`src/rtl/spi_reg_bank.sv`:
```
// Register bank and command decoder fed by the SPI byte receiver.
// Each chip-select frame is one command byte followed by auto-incrementing data bytes.
module spi_reg_bank #(
   parameter int unsigned NUM_REGS  = 16,
   parameter logic [7:0]  RESET_VAL = 8'h00,
   parameter logic [7:0]  ID_BYTE   = 8'hA5
) (
   input  logic                  clk_i,
   input  logic                  rst_i,
   input  logic                  cs_ni,
   input  logic [7:0]            rx_data_i,
   input  logic                  rx_stb_i,
   output logic [7:0]            tx_data_o,
   output logic [8*NUM_REGS-1:0] regs_o,
   output logic                  wr_stb_o,
   output logic [6:0]            wr_addr_o,
   output logic [7:0]            wr_data_o,
   output logic                  busy_o
);

   localparam int unsigned AW = 7;
   localparam int unsigned DW = 8;

   typedef enum logic [1:0] {IDLE, CMD, DATA} state_e;

   state_e                     state_q;
   logic [NUM_REGS-1:0][DW-1:0] regs_q;
   logic [AW-1:0]              addr_q;
   logic [AW-1:0]              addr_d;
   logic                       wr_mode_q;
   logic [DW-1:0]              tx_q;
   logic                       wr_stb_q;
   logic [AW-1:0]              wr_addr_q;
   logic [DW-1:0]              wr_data_q;
   logic                       busy_q;
   logic                       in_range_c;
   logic                       wr_hit_c;
   logic [DW-1:0]              cmd_rd_c;
   logic [DW-1:0]              nxt_rd_c;

   // Address walk: wrap at the top of the bank, otherwise plain 7-bit increment.
   always_comb begin
      addr_d     = (32'(addr_q) == NUM_REGS - 1) ? '0 : addr_q + AW'(1);
      in_range_c = 32'(addr_q) < NUM_REGS;
      wr_hit_c   = (state_q == DATA) && rx_stb_i && wr_mode_q && in_range_c;
   end

   // Read muxes; addresses beyond the bank match nothing and read as zero.
   always_comb begin
      cmd_rd_c = '0;
      nxt_rd_c = '0;
      for (int unsigned n = 0; n < NUM_REGS; n++) begin
         if (rx_data_i[AW-1:0] == AW'(n)) cmd_rd_c = regs_q[n];
         if (addr_d == AW'(n))            nxt_rd_c = regs_q[n];
      end
   end

   always_ff @(posedge clk_i) begin
      if (rst_i) begin
         state_q   <= IDLE;
         regs_q    <= {NUM_REGS{RESET_VAL}};
         addr_q    <= '0;
         wr_mode_q <= 1'b0;
         tx_q      <= ID_BYTE;
         wr_stb_q  <= 1'b0;
         wr_addr_q <= '0;
         wr_data_q <= '0;
         busy_q    <= 1'b0;
      end else begin
         wr_stb_q <= 1'b0;
         unique case (state_q)
            IDLE: begin
               tx_q <= ID_BYTE;
               if (!cs_ni) begin
                  state_q <= CMD;
                  busy_q  <= 1'b1;
               end
            end
            CMD: begin
               if (rx_stb_i) begin
                  addr_q    <= rx_data_i[AW-1:0];
                  wr_mode_q <= rx_data_i[DW-1];
                  tx_q      <= cmd_rd_c;
                  state_q   <= DATA;
               end
            end
            DATA: begin
               if (rx_stb_i) begin
                  addr_q <= addr_d;
                  tx_q   <= nxt_rd_c;
               end
               if (wr_hit_c) begin
                  wr_stb_q  <= 1'b1;
                  wr_addr_q <= addr_q;
                  wr_data_q <= rx_data_i;
               end
               for (int unsigned n = 0; n < NUM_REGS; n++) begin
                  if (wr_hit_c && addr_q == AW'(n)) regs_q[n] <= rx_data_i;
               end
            end
            default: state_q <= IDLE;
         endcase
         // Deselect wins over state and tx, after any same-cycle byte was applied.
         if (cs_ni) begin
            state_q <= IDLE;
            busy_q  <= 1'b0;
            tx_q    <= ID_BYTE;
         end
      end
   end

   assign tx_data_o = tx_q;
   assign regs_o    = regs_q;
   assign wr_stb_o  = wr_stb_q;
   assign wr_addr_o = wr_addr_q;
   assign wr_data_o = wr_data_q;
   assign busy_o    = busy_q;

endmodule

```
`config.mk`:
```
export PLATFORM = sky130hd
export DESIGN_NAME = spi_reg_bank
export DESIGN_NICKNAME = d
export VERILOG_FILES = /design/src/rtl/spi_reg_bank.sv
export SDC_FILE = /design/constraint.sdc
export NUM_CORES = 1
export LEC_CHECK = 0
export CAP_MARGIN = 10
export CORE_MARGIN = 1
export CORE_UTILIZATION = 58
export CTS_BUF_LIST = sky130_fd_sc_hd__clkbuf_16
export DETAILED_ROUTE_END_ITERATION = 10
export PLACE_DENSITY = 0.87
export SYNTH_ARGS = -nofsm -noshare
export SYNTH_HDL_FRONTEND = slang
export SYNTH_SLANG_ARGS = --single-unit
```
`constraint.sdc`:
```
create_clock -name clk_i -period 5.5 [get_ports clk_i]
set_clock_uncertainty 0.1 [all_clocks]
set_input_delay 0.55 -clock clk_i [delete_from_list [all_inputs] [get_ports clk_i]]
set_output_delay 0.55 -clock clk_i [all_outputs]
set_load 0.01 [all_outputs]
```
==> run summary <==
Slew headroom: 0.193
number of port buffers: 164
Slew @ Worst Pin: 1.21 ns
Reg2Reg Depth: 8
Setup Buffers After CTS: 0
fraction of registers with async set/reset: 0
xor/xnor cell area share of the yosys netlist: 0.000955
hold buffers post-CTS: 0
Initial DRT Pass Iterations: 8
Synth area leader: dfxtp_1
CP endpoint kind: register
setup slack after layout: 1.70 ns
mux cell area share after synthesis: 0.135
final setup fails: 0
Primary FF master, synth: dfxtp_1
most numerous cell in the Yosys netlist: nor2_1
P_leak: 4.42 nW
Compound-Gate Fraction of Synth Area: 0.234
placed cells: 1447
Slew Viols, Final: 0
Crit Path Max Fanout: 36
clock latency on the worst-skew pair: 0.44 ns
Top Ports: 165
antenna-violating nets left: 0
CP max stage delay: 0.95 ns
n_diodes: 0
maximum clock frequency: 263 MHz
design area: 11400 um^2
syn avg cell area: 7.91 um^2
Post-DP Area: 10800 um^2
number of synthesized flops with an enable pin: 0
GRT Overall Usage: 0.448
RR Startpoint: addr_q[0]
worst slack, placed: 1.65 ns
total gr overflow: 0
Mapped Area: 9170 um^2
final wirelength: 36800 um
Via density: 6.89
H-tree depth: 4
post-synthesis cell type count: 81
setup tns final: 0 ns
reg2reg end: tx_data_o[2]
Area contributors post-synth: dfxtp_1 36%, mux2i_1 10%, nor2_1 9.2%, a21oi_1 5.7%, clkbuf_1 3.6%
Hold Fails Final Rpt: 0
Area Growth Syn to Fin: 24.5%
Post-Syn Instances: 1160
Peak VDD IR: 0.000206 V
Worst Path Required: 5.70 ns
unrepaired setup endpoints after global routing: false
first-pass GRT wire length: 55300 um
DRT iter0 DRCs: 1726
via count: 10200
worst hold path depth: 2
status: finished clean
largest net degree at the start of global routing: 93
clock tree sinks: 163
average wire per standard cell: 24.9 um
largest family of logic cells by synthesized area: compound AO/OA/AOI/OAI gates
CTS resizes: 0
TritonCTS clock tree: done
clock slew at reported path FFs: 0.07 ns
Worst Path Arrival: 3.99 ns
Worst Setup Path Type: register to register
Worst Hold Path EP: wr_addr_o[1]
Detailed Place HPWL: 25400 um
Total Nets Final: 1277
DRC: 0
Min Clock Period, post-route: 3.80 ns
Worst path slowest cell: or4_1
Synth Warn #: 0
GP Congestion: 1.03
period utilisation layout: 0.690
sequential area share after synthesis: 0.356
Row Count: 45
synthesized-area fraction occupied by adder cells: 0.0136
Synth Area in Simple Gates: 0.206
most frequent cells after synthesis: 224 x nor2_1, 163 x dfxtp_1, 105 x a21oi_1
r2r setup slk: 1.70 ns
DIE HEIGHT: 128 um
fillcell total: 1208
Die W: 128 um
clock root cell: clkbuf_16
initial antenna violation count: 0
die area: 16300 um^2
cells along the critical path: ha_1 -> buf_4 -> inv_1 -> or4_1 -> o21ai_1 -> o22ai_1 -> a211oi_1 -> o32ai_1
Inserted Clock Buffers: 17
Power Density: 239 nW/um^2
Mapped Nets: 1182
min-delay src: wr_addr_o[1]
max-cap violation count: 0
post-synthesis register bit count: 163
Core Region: 15300 um^2
class of the worst hold path: register to register
crit start category: register
total chip power: 2.73 mW
vias in the first global route: 9332
clk buf depth: 2
Initial Util: 0.599
top-area cell type share of the netlist area: 0.356
Post-Layout Cell Count: 1479
layout cells sized above 1: 0.0670
[cells in the final DEF, fill, tap and decap left out, types with 12 or more instances in the layout]
cell type / netlist / final
dfxtp_1: 163 / 163
nand2_1: 84 / 84
a22oi_1: 16 / 16
clkdlybuf4s50_1: 0 / 161
inv_1: 19 / 20
a21oi_1: 105 / 105
buf_4: 1 / 20
nor3_1: 21 / 20
mux2i_1: 94 / 94
nor2_1: 224 / 224
clkbuf_16: 0 / 17
o22ai_1: 15 / 15
nand3_1: 35 / 35
o21ai_0: 44 / 44
a31oi_1: 13 / 13
or3_1: 12 / 12
o211ai_1: 18 / 18
mux4_2: 12 / 12
[registers in the layout, indices dropped and copies added, names as in the netlist]
| register | flops |
|---|---|
| busy_o | 1 |
| wr_mode_q | 1 |
| wr_addr_o | 7 |
| wr_data_o | 8 |
| addr_q | 7 |
| state_q | 2 |
| wr_stb_o | 1 |
| tx_data_o | 8 |
| regs_o | 128 |
[per-layer routing]
layer  vias up  routed length, um  GRT usage
met5         -                  0          0
met3       172               5400      0.126
li1       4365                  -          -
met2       904              15300      0.652
met1      4753              14200      0.607
met4         0               1920      0.224
[logic make-up (layout without fill, tap and decap cells)]
family	count (synthesis)	count (layout)
multiplexers	108	108
buffers and inverters	128	236
AO/OA/AOI/OAI	320	320
flip-flops	163	163
adder cells (fa/ha/maj)	10	10
XOR/XNOR	1	1
AND/OR/NAND/NOR	430	430
[power by group]
group          switching (mW)  leakage [nW]  total [mW]  internal (mW)
registers              0.0118          1.31        1.20           1.19
logic                   0.198          2.81       0.275         0.0767
clock network           0.566         0.298        1.26          0.694
[area by class of cell]
class / count / area (um^2) / area share
Clock buffer: 17 / 425 / 0.0373
Clock inverter: 15 / 195 / 0.0171
Inverter: 21 / 78.8 / 0.00690
Multi-Input combinational cell: 869 / 5420 / 0.475
Sequential cell: 163 / 3260 / 0.286
Tap cell: 211 / 264 / 0.0231
Timing Repair Buffer: 183 / 1770 / 0.155
[worst max path at each step]
| stage | depth (start not counted) | startpoint | to |
|---|---|---|---|
| 5_1_grt | 8 | addr_q[0] | tx_data_o[2] |
| 3_5_place_dp | 8 | rx_data_i[6] | tx_data_o[5] |
| 3_3_place_gp | 8 | rx_data_i[6] | tx_data_o[5] |
| 6_report | 8 | addr_q[0] | tx_data_o[2] |
| 4_1_cts | 8 | addr_q[0] | tx_data_o[2] |
| 2_1_floorplan | 10 | addr_q[0] | tx_data_o[5] |
[per-stage QoR]
stage,utilization,hold WS [ns]
6_report,0.745,0.358
5_1_grt,0.745,0.377
4_1_cts,0.745,0.358
3_5_place_dp,0.705,0.348
3_3_place_gp,0.705,0.343
2_1_floorplan,-,0.350
[critical path: cells and delay by family, from the launching register on]
kind            cells  cell delay, ns
simple gates        1            0.95
fa+ha+maj           1            0.20
flops               1            0.52
buf+inv             2            0.93
compound gates      4            0.95
Power figures use the tool's default switching activity.
